`src/rtl/systolic_matmul_host_if.sv`:
```
// Host-side request/result streams of the systolic matmul host: operands in, 2x2 product out.
interface systolic_matmul_host_if;
   logic        s_valid;
   logic        s_ready;
   logic [15:0] s_a;
   logic [15:0] s_b;
   logic        m_valid;
   logic        m_ready;
   logic [31:0] m_c;

   modport master (
      output s_valid, s_a, s_b, m_ready,
      input  s_ready, m_valid, m_c
   );

   modport slave (
      input  s_valid, s_a, s_b, m_ready,
      output s_ready, m_valid, m_c
   );
endinterface

```
`src/rtl/systolic_matmul_host.sv`:
```
// Drives 2x2 operands onto the accelerator pins for HOLD cycles each, then reassembles the two result beats;
// one request in flight, s_ready low until the result is taken. SYSTOLIC_HOST_CHECK_EN adds chk_mismatch.
module systolic_matmul_host #(
   parameter int TIMEOUT = 64,
   parameter int HOLD    = 3
) (
   input  logic                  clk,
   input  logic                  rst_n,
   systolic_matmul_host_if.slave host,
   output logic                  err_reject,
   output logic                  err_timeout,
   output logic [7:0]            acc_ui_in,
   output logic [7:0]            acc_uio_in,
   input  logic [7:0]            acc_uo_out,
   input  logic [7:0]            acc_uio_out,
   input  logic [7:0]            acc_uio_oe
`ifdef SYSTOLIC_HOST_CHECK_EN
   ,
   output logic                  chk_mismatch
`endif
);

   localparam int CW = $clog2(TIMEOUT);

   typedef enum logic [2:0] {IDLE, DRIVE_A, DRIVE_B, WAIT_OE, CAP2, HOLD_RES} state_t;

   state_t        state_q, state_d;
   logic [CW-1:0] cnt_q, cnt_d;
   logic [15:0]   b_q, b_d;
   logic [7:0]    ui_q, ui_d, uio_q, uio_d;
   logic          s_ready_q, s_ready_d;
   logic          m_valid_q, m_valid_d;
   logic [31:0]   m_c_q, m_c_d;
   logic          err_reject_q, err_reject_d;
   logic          err_timeout_q, err_timeout_d;
   logic          oe_prev_q, oe_prev_d;

   logic          oe_hi, oe_rise, zero_row, last_hold, last_wait;
   logic [15:0]   beat;

   assign oe_hi     = (acc_uio_oe == 8'hFF);
   assign oe_rise   = oe_hi && !oe_prev_q;
   // uio_out carries the high nibbles, uo_out the low nibbles of the two elements in a beat
   assign beat      = {acc_uio_out[7:4], acc_uo_out[7:4], acc_uio_out[3:0], acc_uo_out[3:0]};
   assign zero_row  = (host.s_a[15:8] == 8'h00) || (host.s_a[7:0] == 8'h00) ||
                      (host.s_b[15:8] == 8'h00) || (host.s_b[7:0] == 8'h00);
   assign last_hold = (cnt_q == CW'(HOLD - 1));
   assign last_wait = (cnt_q == CW'(TIMEOUT - 1));

`ifdef SYSTOLIC_HOST_CHECK_EN
   logic [15:0] a_q, a_d;
   logic        chk_q, chk_d;

   function automatic logic [7:0] mul4(input logic [3:0] x, input logic [3:0] y);
      return {4'b0, x} * {4'b0, y};
   endfunction

   function automatic logic [31:0] expect_c(input logic [15:0] a, input logic [15:0] b);
      logic [7:0] c00, c01, c10, c11;
      c00 = mul4(a[15:12], b[15:12]) + mul4(a[11:8], b[7:4]);
      c01 = mul4(a[15:12], b[11:8])  + mul4(a[11:8], b[3:0]);
      c10 = mul4(a[7:4],   b[15:12]) + mul4(a[3:0],  b[7:4]);
      c11 = mul4(a[7:4],   b[11:8])  + mul4(a[3:0],  b[3:0]);
      return {c00, c01, c10, c11};
   endfunction
`endif

   always_comb begin
      state_d       = state_q;
      cnt_d         = cnt_q;
      b_d           = b_q;
      ui_d          = ui_q;
      uio_d         = uio_q;
      m_valid_d     = m_valid_q;
      m_c_d         = m_c_q;
      err_reject_d  = 1'b0;
      err_timeout_d = 1'b0;
      oe_prev_d     = oe_hi;
`ifdef SYSTOLIC_HOST_CHECK_EN
      a_d           = a_q;
      chk_d         = chk_q;
`endif
      case (state_q)
         IDLE: begin
            ui_d  = 8'h00;
            uio_d = 8'h00;
            cnt_d = '0;
            if (host.s_valid && s_ready_q) begin
               if (zero_row) begin
                  err_reject_d = 1'b1;
               end else begin
                  b_d     = host.s_b;
                  ui_d    = host.s_a[15:8];
                  uio_d   = host.s_a[7:0];
                  state_d = DRIVE_A;
`ifdef SYSTOLIC_HOST_CHECK_EN
                  a_d     = host.s_a;
`endif
               end
            end
         end
         DRIVE_A: begin
            if (last_hold) begin
               cnt_d   = '0;
               ui_d    = b_q[15:8];
               uio_d   = b_q[7:0];
               state_d = DRIVE_B;
            end else begin
               cnt_d = cnt_q + 1'b1;
            end
         end
         DRIVE_B: begin
            if (last_hold) begin
               cnt_d   = '0;
               ui_d    = 8'h00;
               uio_d   = 8'h00;
               state_d = WAIT_OE;
            end else begin
               cnt_d = cnt_q + 1'b1;
            end
         end
         WAIT_OE: begin
            if (oe_rise) begin
               m_c_d[31:16] = beat;
               state_d      = CAP2;
            end else if (last_wait) begin
               err_timeout_d = 1'b1;
               cnt_d         = '0;
               state_d       = IDLE;
            end else begin
               cnt_d = cnt_q + 1'b1;
            end
         end
         CAP2: begin
            m_c_d[15:0] = beat;
            m_valid_d   = 1'b1;
            state_d     = HOLD_RES;
`ifdef SYSTOLIC_HOST_CHECK_EN
            chk_d       = ({m_c_q[31:16], beat} != expect_c(a_q, b_q));
`endif
         end
         HOLD_RES: begin
            if (host.m_ready) begin
               m_valid_d = 1'b0;
               state_d   = IDLE;
            end
         end
         default: state_d = IDLE;
      endcase
      s_ready_d = (state_d == IDLE);
   end

   always_ff @(posedge clk or negedge rst_n) begin
      if (!rst_n) begin
         state_q       <= IDLE;
         cnt_q         <= '0;
         b_q           <= '0;
         ui_q          <= '0;
         uio_q         <= '0;
         s_ready_q     <= 1'b0;
         m_valid_q     <= 1'b0;
         m_c_q         <= '0;
         err_reject_q  <= 1'b0;
         err_timeout_q <= 1'b0;
         oe_prev_q     <= 1'b0;
`ifdef SYSTOLIC_HOST_CHECK_EN
         a_q           <= '0;
         chk_q         <= 1'b0;
`endif
      end else begin
         state_q       <= state_d;
         cnt_q         <= cnt_d;
         b_q           <= b_d;
         ui_q          <= ui_d;
         uio_q         <= uio_d;
         s_ready_q     <= s_ready_d;
         m_valid_q     <= m_valid_d;
         m_c_q         <= m_c_d;
         err_reject_q  <= err_reject_d;
         err_timeout_q <= err_timeout_d;
         oe_prev_q     <= oe_prev_d;
`ifdef SYSTOLIC_HOST_CHECK_EN
         a_q           <= a_d;
         chk_q         <= chk_d;
`endif
      end
   end

   assign host.s_ready = s_ready_q;
   assign host.m_valid = m_valid_q;
   assign host.m_c     = m_c_q;
   assign err_reject   = err_reject_q;
   assign err_timeout  = err_timeout_q;
   assign acc_ui_in    = ui_q;
   assign acc_uio_in   = uio_q;
`ifdef SYSTOLIC_HOST_CHECK_EN
   assign chk_mismatch = chk_q;
`endif

endmodule
```
`src/flat_wrapper.sv`:
```
// flat-port wrapper written by rule: the top's interface ports become plain ports
module systolic_matmul_host_flat 
#(
   parameter int TIMEOUT = 64,
   parameter int HOLD    = 3
)
  (clk, rst_n, err_reject, err_timeout, acc_ui_in, acc_uio_in, acc_uo_out, acc_uio_out, acc_uio_oe, host_s_valid, host_s_a, host_s_b, host_m_ready, host_s_ready, host_m_valid, host_m_c);
  systolic_matmul_host_if host_i ();
  input  logic clk;
  input  logic rst_n;
  output logic err_reject;
  output logic err_timeout;
  output logic [7:0] acc_ui_in;
  output logic [7:0] acc_uio_in;
  input  logic [7:0] acc_uo_out;
  input  logic [7:0] acc_uio_out;
  input  logic [7:0] acc_uio_oe;
  input wire logic [$bits(host_i.s_valid)-1:0] host_s_valid;
  input wire logic [$bits(host_i.s_a)-1:0] host_s_a;
  input wire logic [$bits(host_i.s_b)-1:0] host_s_b;
  input wire logic [$bits(host_i.m_ready)-1:0] host_m_ready;
  output wire logic [$bits(host_i.s_ready)-1:0] host_s_ready;
  output wire logic [$bits(host_i.m_valid)-1:0] host_m_valid;
  output wire logic [$bits(host_i.m_c)-1:0] host_m_c;
  assign host_i.s_valid = host_s_valid;
  assign host_i.s_a = host_s_a;
  assign host_i.s_b = host_s_b;
  assign host_i.m_ready = host_m_ready;
  assign host_s_ready = host_i.s_ready;
  assign host_m_valid = host_i.m_valid;
  assign host_m_c = host_i.m_c;
  systolic_matmul_host #(.TIMEOUT(TIMEOUT), .HOLD(HOLD)) u_core (.clk(clk), .rst_n(rst_n), .host(host_i), .err_reject(err_reject), .err_timeout(err_timeout), .acc_ui_in(acc_ui_in), .acc_uio_in(acc_uio_in), .acc_uo_out(acc_uo_out), .acc_uio_out(acc_uio_out), .acc_uio_oe(acc_uio_oe));
endmodule
```
`config.mk`:
```
export PLATFORM = sky130hd
export DESIGN_NAME = systolic_matmul_host_flat
export DESIGN_NICKNAME = d
export VERILOG_FILES = /design/src/rtl/systolic_matmul_host_if.sv /design/src/rtl/systolic_matmul_host.sv /design/src/flat_wrapper.sv
export SDC_FILE = /design/constraint.sdc
export NUM_CORES = 1
export LEC_CHECK = 0
export ABC_AREA = 1
export ABC_CLOCK_PERIOD_IN_PS = 1400
export BUFFER_PORTS_ARGS = -buffer_cell sky130_fd_sc_hd__buf_2
export CAP_MARGIN = 20
export CORE_ASPECT_RATIO = 0.6
export CORE_UTILIZATION = 45
export CTS_CLUSTER_SIZE = 40
export DETAILED_ROUTE_END_ITERATION = 10
export PLACE_DENSITY = 0.72
export SETUP_SLACK_MARGIN = 0.05
export SLEW_MARGIN = 20
export SYNTH_ARGS = -nofsm -noshare
export SYNTH_HDL_FRONTEND = slang
export SYNTH_SLANG_ARGS = --single-unit
```
`constraint.sdc`:
```
create_clock -name clk -period 1.4 [get_ports clk]
set_input_delay 0.07 -clock clk [delete_from_list [all_inputs] [get_ports clk]]
set_output_delay 0.07 -clock clk [all_outputs]
set_load 0.02 [all_outputs]
```
; Yosys cells after proc, flatten, opt, wreduce, memory -nomap -nowiden
; Cells that the tools add are included.
[op_classes]
n_mux = 29
n_reduce_logical = 21
bitwise_logic = 1
add_sub_neg = 1
eq_ne = 12
[ops]
columns = op, count
row1 = $mux 8, 7
row2 = $pmux 8 s3, 2
row3 = $logic_not 8->1, 4
row4 = $mux 3, 7
row5 = $mux 6, 3
row6 = $pmux 3 s6, 1
row7 = $pmux 6 s3, 1
row8 = $eq 8x8->1 const B, 1
row9 = $mux 1, 7
row10 = $add 6x1->6 const B, 1
row11 = $eq 3x2->1 const B, 2
row12 = $eq 3x3->1 const B, 2
row13 = $eq 6x2->1 const B, 1
row14 = $eq 6x6->1 const B, 1
row15 = $logic_not 3->1, 2
row16 = $reduce_and 2->1, 3
row17 = $reduce_and 3->1, 2
row18 = $reduce_bool 3->1, 2
row19 = $ne 2x1->1 const B, 2
row20 = $ne 2x2->1 const B, 2
row21 = $eq 3x1->1 const B, 1
row22 = $logic_or 1x1->1, 3
row23 = $logic_and 1x1->1, 2
row24 = $pmux 1 s2, 1
row25 = other kinds (4), 4
[totals]
register_bits = 78
in_bits = 60
wordCells = 76
out_inout_bits = 52

; Depth between registers and ports, before layout
; Gate-level depths: netlist (run 1).
[depth]
depth_word = 8
depth_mapped = 9
depth_no_buf = 9

; Worst setup path before layout (run 1)
; No wires, ideal clock.
[synth_path]
kind = register to register
start = register u_core.cnt_q[0]
end = register u_core.ui_q[4] (netlist: u_core.acc_ui_in[4])
required_time_ps = 1279
path_slack_ps = -64
synth_period_minus_slack_ps = 1464
t_arrival_ps = 1343
path_stages_with_launch = 9
setup_time_ps = 121
path_buffers = 1
path_cell_list = dfrtp_1 inv_1 ha_1 nand3_1 nand2_2 nand2_4 buf_4 nor2_1 a21oi_1
[synth_via]
elab_chain_cells = 3
elab_cells_between_ends = 4
classes_between = eq/ne: 3 / reduce/logical: 1
[synth_rtl]
columns = element, line_no
row1 = from (decl), systolic_matmul_host.sv:28  ; logic [CW-1:0] cnt_q, cnt_d;
row2 = from (signal assigned), systolic_matmul_host.sv:172  ; cnt_q <= cnt_d;
row3 = $eq 6x2->1 (*), systolic_matmul_host.sv:47  ; assign last_hold = (cnt_q == CW'(HOLD - 1));
row4 = $ne 2x1->1 (no source line), n/a
row5 = $reduce_and 3->1 (no source line) (*), n/a
row6 = to (signal assigned), systolic_matmul_host.sv:174  ; ui_q <= ui_d;
row7 = to (decl), systolic_matmul_host.sv:30  ; logic [7:0] ui_q, ui_d, uio_q, uio_d;
; Mark *: on every way between the ends. The rest lies on a longest branch, timed or not.
; A chain may end at the register's enable or synchronous reset.

; Worst setup path in the final report (run 1)
[layout_path]
start = register u_core.state_q[1]
end = register u_core.ui_q[2] (netlist: u_core.acc_ui_in[2])
[layout_via]
elab_chain_cells = 3
elab_cells_between_ends = 8
classes_between = eq/ne: 4 / mux: 1 / reduce/logical: 3
[layout_rtl]
columns = element, line_no
row1 = from (decl), systolic_matmul_host.sv:27  ; state_t state_q, state_d;
row2 = from (signal assigned), systolic_matmul_host.sv:171  ; state_q <= state_d;
row3 = "$eq 3x2->1, or another cell as far along", systolic_matmul_host.sv:83  ; case (state_q)
row4 = $ne 2x1->1 (no source line) / $reduce_bool 3->1 (equally long branches), n/a
row5 = $reduce_and 3->1 (no source line), n/a
; Parallel ways exist; a longest one is shown, timed or not.

==> results of run 1 <==
==> cell families after synthesis <==
| logic type | after synthesis | share of synthesized area (%) |
|---|---|---|
| and+or+nand+nor | 234 | 26.1 |
| AOI/OAI and AO/OA | 90 | 12.1 |
| buffers and inverters | 87 | 9.34 |
| DFF | 78 | 51.3 |
| xor gates and xnor gates | 2 | 0.460 |
| adders and majority gates | 2 | 0.658 |
==> metal layers <==
metal,track usage [%],share of wire (%)
met3,7.42,7.8
met2,42.1,47
met4,9.33,1.4
met5,0,0
met1,35.0,44
==> metrics by stage <==
stage / cells / util (%) / TNS (ns)
floorplan: 493 / - / 0
global placement: 725 / 59.3 / -0.271
detailed placement: 725 / 59.3 / -1.02
CTS: 776 / 69.0 / -0.00666
global route: 777 / 70.1 / -2.32
finish: 777 / 70.1 / -0.117
==> worst max path at each step <==
stage,slack (ns),cells after the start,startpoint,to
after floorplan,0.02,9,u_core.cnt_q[1],u_core.host.s_ready
after global placement,-0.12,9,u_core.cnt_q[0],u_core.host.s_ready
after detailed placement,-0.13,9,u_core.cnt_q[0],u_core.host.s_ready
after CTS,-0.003,9,u_core.cnt_q[0],u_core.host.s_ready
after global routing,-0.12,8,u_core.state_q[1],u_core.acc_uio_in[7]
final,-0.03,8,u_core.state_q[1],u_core.acc_ui_in[2]
==> Yosys cell counts, types with 4 or more instances <==
cell type,instances,area share (%)
nand2_1,107,11
dfrtp_1,78,51
nor2_1,76,7.5
inv_1,66,6.5
o21ai_0,47,6.2
a21oi_1,33,4.3
nand3_1,27,3.6
clkbuf_1,10,0.99
nor2_2,10,1.6
o21ai_1,6,0.79
buf_2,5,0.66
nand4_1,4,0.66
==> what timing repair did <==
action | 4_1_cts | 5_1_grt
endpoints found under the hold margin | 79 | 0
endpoints found under the setup margin | 40 | 59
hold buffers | 31 | 0
resized for setup | 55 | 24
pin swaps | 21 | 8
buffers inserted | 4 | 1
==> registers in the layout, indices dropped and copies added (netlist names) <==
signal               flops
u_core.acc_ui_in         8
u_core.b_q              16
u_core.err_timeout       1
u_core.host.m_valid      1
u_core.oe_prev_q         1
u_core.err_reject        1
u_core.state_q           3
u_core.host.s_ready      1
u_core.cnt_q             6
u_core.host.m_c         32
u_core.acc_uio_in        8
==> area by class of cell <==
class,instances,share of cell area [%]
Sequential cell,78,34.7
Multi-Input combinational cell,328,31.2
Timing Repair Buffer,179,22.3
Inverter,68,4.57
Clock buffer,10,4.24
Tap cell,108,2.40
Clock inverter,6,0.644
==> power breakdown <==
| part | total (uW) | internal, uW | leakage (uW) | switching, uW |
|---|---|---|---|---|
| combinational | 4760 | 1970 | 0.00179 | 2790 |
| clock | 2160 | 1240 | 0.000138 | 921 |
| sequential | 3340 | 2880 | 0.000946 | 460 |
==> critical path, delay by kind of cell, from the launching register on <==
kind | cells | cell delay, ns
buffers and inverters | 3 | 0.40
AO/OA/AOI/OAI | 2 | 0.20
AND/OR/NAND/NOR | 3 | 0.28
flip-flops | 1 | 0.42
==> results.json, run 1 <==
{
  "antenna_left": 0,
  "portBuffers": 111,
  "worstMarginPinSlew_ns": 0.404,
  "drive_gt1_share_pct": 35.9,
  "seq_area_frac_synth_pct": 51.3,
  "hpwl_um": 7500,
  "synth_cell_types": 28,
  "ctsHtreeMaxLevel": 3,
  "wire_per_inst_um": 14.1,
  "leakage_uw": 0.00287,
  "drt_wl_total_um": 10900,
  "initial_utilization_pct": 47.3,
  "fin_crit_sh_pct": 102,
  "dieWidth_um": 121,
  "async_flop_share_pct": 100,
  "drv_cap": 0,
  "placed_cell_area_um2": 4770,
  "ioPinCount": 112,
  "finalHoldViolCount": 0,
  "r2r_slack_ns": -0.03,
  "ys.flop_type": "dfrtp_1",
  "cts.sinks": 78,
  "cts_max_path_buffers": 2,
  "max_stage_delay_ns": 0.42,
  "synth-edff-count": 0,
  "path_clk_slew_ns": 0.06,
  "clk_latency_ns": 0.34,
  "first_pass_iters": 5,
  "finalPower_uw": 10300,
  "min_from": "acc_uio_out[7]",
  "core_area_um2": 8040,
  "whs_path_depth": 3,
  "max_freq_mhz": 700,
  "pre_cts_ws_ns": -0.132,
  "setup_ws_ns": -0.0294,
  "crit_path_start_kind": "flip-flop",
  "clockRootBuffer": "clkbuf_16",
  "multi_input_area_um2": 1760,
  "grt_overflow_total": 0,
  "reg2reg_from": "u_core.state_q[1]",
  "syn_to_final_growth_pct": 48.1,
  "grt_max_degree": 34,
  "ys_ff_latch": 78,
  "grt_pass1_vias": 3770,
  "critPathMaxFanout": 16,
  "dieArea_um2": 8840,
  "end_kind": "flip-flop",
  "final_area_um2": 5630,
  "grt_setup_unrepaired": "yes",
  "antenna_found_initial": 0,
  "drtIter0Drc": 271,
  "slew-limit-headroom_pct": 73.1,
  "final_cell_mix": "buf_2 (110), nand2_1 (91), dfrtp_1 (77), nor2_1 (68), inv_1 (60)",
  "regArea_um2": 1950,
  "whs_endpoint": "u_core.host.m_c[31]",
  "slowest_stage": "dfrtp_1",
  "num_antenna_cells": 0,
  "syn_nets": 555,
  "min_path_type": "input pin to flip-flop",
  "nFillCells": 620,
  "die_h_um": 73.2,
  "via_count": 3857,
  "grt_pass1_wl_um": 17800,
  "crit_chain": "buf_6, inv_4, nand3_4, nand2_4, nand2_4, buf_12, a21oi_2, a21oi_2",
  "required_ns": 1.63,
  "period_needed_ns": 1.43,
  "cts_tree": "done",
  "yosysWarnings": 0,
  "power.density_nw_per_um2": 1820,
  "finalClockSkew_ns": 0.00843,
  "crit_type": "flip-flop to flip-flop",
  "avgSynthCellArea_um2": 7.72,
  "hold_ws_ns": 0.00835,
  "cts-buffers-inserted": 9,
  "setup_violations": 12,
  "num_rows": 25,
  "grt_use_total_pct": 26.5,
  "syn_area_um2": 3800,
  "arrival_ns": 1.65,
  "r2r-end": "u_core.acc_ui_in[2]",
  "r2r_cells": 8,
  "final_nets": 726,
  "peakVddDrop_uv": 1010,
  "syn_inst": 493,
  "drv_slew": 0,
  "vias_per_cell": 4.96,
  "drc": 0,
  "violations": "negative setup slack",
  "gp_congestion": 0.852,
  "status": "finished with violations",
  "final_common_cell": "buf_2"
}
Power figures use the tool's default switching activity.
==> run 2, diff against run 1 <==
Settings changed: CORE_MARGIN from default to 3.
==> results.json, run 2 (synthesized netlist as in run 1, its figures left out) <==
{
  "grt_max_degree": 34,
  "clk_latency_ns": 0.35,
  "final_common_cell": "buf_2",
  "crit_end": "u_core.host.s_ready",
  "grt_pass1_wl_um": 18000,
  "cp-startpoint": "u_core.state_q[2]",
  "cts_tree": "done",
  "num_antenna_cells": 0,
  "grt_setup_unrepaired": "yes",
  "finalPower_uw": 11300,
  "p_int_uw": 6580,
  "finalClockSkew_ns": 0.0131,
  "slew-limit-headroom_pct": 69.9,
  "final_nets": 743,
  "via_count": 4235,
  "grt_pass1_vias": 3729,
  "hold_ws_ns": -0.0143,
  "initial_utilization_pct": 47.3,
  "ioPinCount": 112,
  "first_pass_iters": 7,
  "drt_wl_total_um": 13600,
  "cts_max_path_buffers": 2,
  "largest_register_ff_count": 32,
  "end_kind": "flip-flop",
  "switchingPower_uw": 4760,
  "worstMarginPinSlew_ns": 0.452,
  "grt_use_total_pct": 23.1,
  "antenna_found_initial": 0,
  "drc": 0,
  "placed_cell_area_um2": 4730,
  "cts.sinks": 78,
  "cpMostUsedCell": "nand2_1",
  "required_ns": 1.64,
  "max_stage_delay_ns": 0.47,
  "pwr-share-comb_pct": 49.5,
  "seq_power_share_pct": 30.3,
  "cts-buffers-inserted": 9,
  "portBuffers": 111,
  "crit_buf_inv": 3,
  "dieArea_um2": 9630,
  "power_switching_share_pct": 42.0,
  "crit_chain": "inv_4, nand3_2, buf_6, nor2_1, nand2_1, inv_2, nor2_4, nand2_1, nor2_2",
  "syn_to_final_growth_pct": 58.2,
  "worst-path-stages": 9,
  "power.share.clock_pct": 20.2,
  "leakage_uw": 0.00301,
  "wire_per_inst_um": 17.2,
  "vias_per_cell": 5.33,
  "path_clk_slew_ns": 0.06,
  "r2r_slack_ns": -0.14,
  "fin_tns_setup_ns": -1.88,
  "drtIter0Drc": 382,
  "crit_type": "flip-flop to flip-flop",
  "period_needed_ns": 1.54,
  "gp_congestion": 0.872,
  "min_path_type": "input pin to flip-flop",
  "max_freq_mhz": 648,
  "drv_cap": 0,
  "cp_top_family": "simple AND/OR/NAND/NOR gates",
  "final_cell_mix": "buf_2 (110), nand2_1 (93), dfrtp_1 (73), nor2_1 (60), inv_1 (59)",
  "reg2reg_from": "u_core.state_q[2]",
  "core_area_um2": 8040,
  "finalHoldViolCount": 4,
  "peakVddDrop_uv": 1020,
  "num_rows": 25,
  "die_h_um": 77.2,
  "pre_cts_ws_ns": -0.0615,
  "clockRootBuffer": "clkbuf_16",
  "final_area_um2": 6020,
  "r2r-end": "u_core.host.s_ready",
  "drive_gt1_share_pct": 39.9,
  "status": "finished with violations",
  "power.density_nw_per_um2": 1880,
  "fin_util_pct": 74.9,
  "hpwl_um": 7680,
  "crit_path_start_kind": "flip-flop",
  "arrival_ns": 1.78,
  "slowest_stage": "dfrtp_2",
  "setup_violations": 38,
  "r2r_cells": 9,
  "drv_slew": 0,
  "setup_ws_ns": -0.143,
  "antenna_left": 0,
  "fin_crit_sh_pct": 110,
  "grt_overflow_total": 0,
  "violations": "negative hold slack, negative setup slack",
  "critPathMaxFanout": 6,
  "dieWidth_um": 125,
  "ctsHtreeMaxLevel": 3
}
-- run 2: cell types whose count changed in the layout (fill, tap and decap cells not counted), sizes merged --
cell / delta
buf: +12
clkbuf: +7
clkinv: -4
clkinvlp: +3
dlygate4sd3: -1
inv: -1
nand2: +1
-- run 2: timing repair --
action	in CTS	in global routing
hold buffers	30	0
hold endpoints to repair	55	0
gates cloned	0	8
resized for setup	13	123
pin swaps	5	16
setup buffers	5	13
setup endpoints to repair	40	58
-- run 2: area by class of cell --
class	count	area (um^2)
clock buffers	12	267
clock inverters	4	30.0
fillers	535	2020
inverters	68	263
multi-input cells	329	1870
flip-flops and latches	78	1960
well taps	108	135
repair buffers	195	1500
-- run 2: worst register-to-register path, delay by kind of cell (launching register included) --
family,cells,cell delay [ns]
simple gates,6,0.53
flops,1,0.47
buf+inv,3,0.42
-- run 2: through the flow --
| stage | cells | hold WS, ns |
|---|---|---|
| floorplan | 493 | -0.226 |
| global placement | 723 | 0.0323 |
| detailed placement | 723 | 0.0407 |
| CTS | 774 | 0.000719 |
| global route | 794 | 0.00555 |
| finish | 794 | -0.0143 |
-- run 2: power groups by stage --
| stage | Sequential (uW) | Clock [uW] | Combinational [uW] |
|---|---|---|---|
| 3_3_place_gp | 3310 | 0 | 3640 |
| 6_report | 3430 | 2290 | 5620 |
| 4_1_cts | 3290 | 2300 | 4000 |
| 3_5_place_dp | 3310 | 0 | 3780 |
| 2_1_floorplan | 3630 | 0 | 2180 |
| 5_1_grt | 3490 | 2410 | 6040 |
-- run 2: worst min-delay path by stage --
stage / depth (start not counted) / end / startpoint / slack [ns]
5_1_grt: 3 / u_core.b_q[8] / host_s_b[8] / 0.006
6_report: 3 / u_core.b_q[8] / host_s_b[8] / -0.01
4_1_cts: 3 / u_core.host.m_c[1] / acc_uo_out[1] / 0.0007
3_3_place_gp: 1 / u_core.host.m_c[11] / rst_n / 0.03
3_5_place_dp: 1 / u_core.host.m_c[14] / rst_n / 0.04
2_1_floorplan: 0 / u_core.acc_ui_in[0] / rst_n / -0.23
-- run 2: metal layers --
layer / share of wire [%] / GRT usage [%] / wire, um
met2: 48 / 36.6 / 6480
met4: 3.0 / 4.49 / 403
met5: 0 / 0 / 0
met1: 40 / 31.8 / 5390
met3: 9.9 / 6.89 / 1350
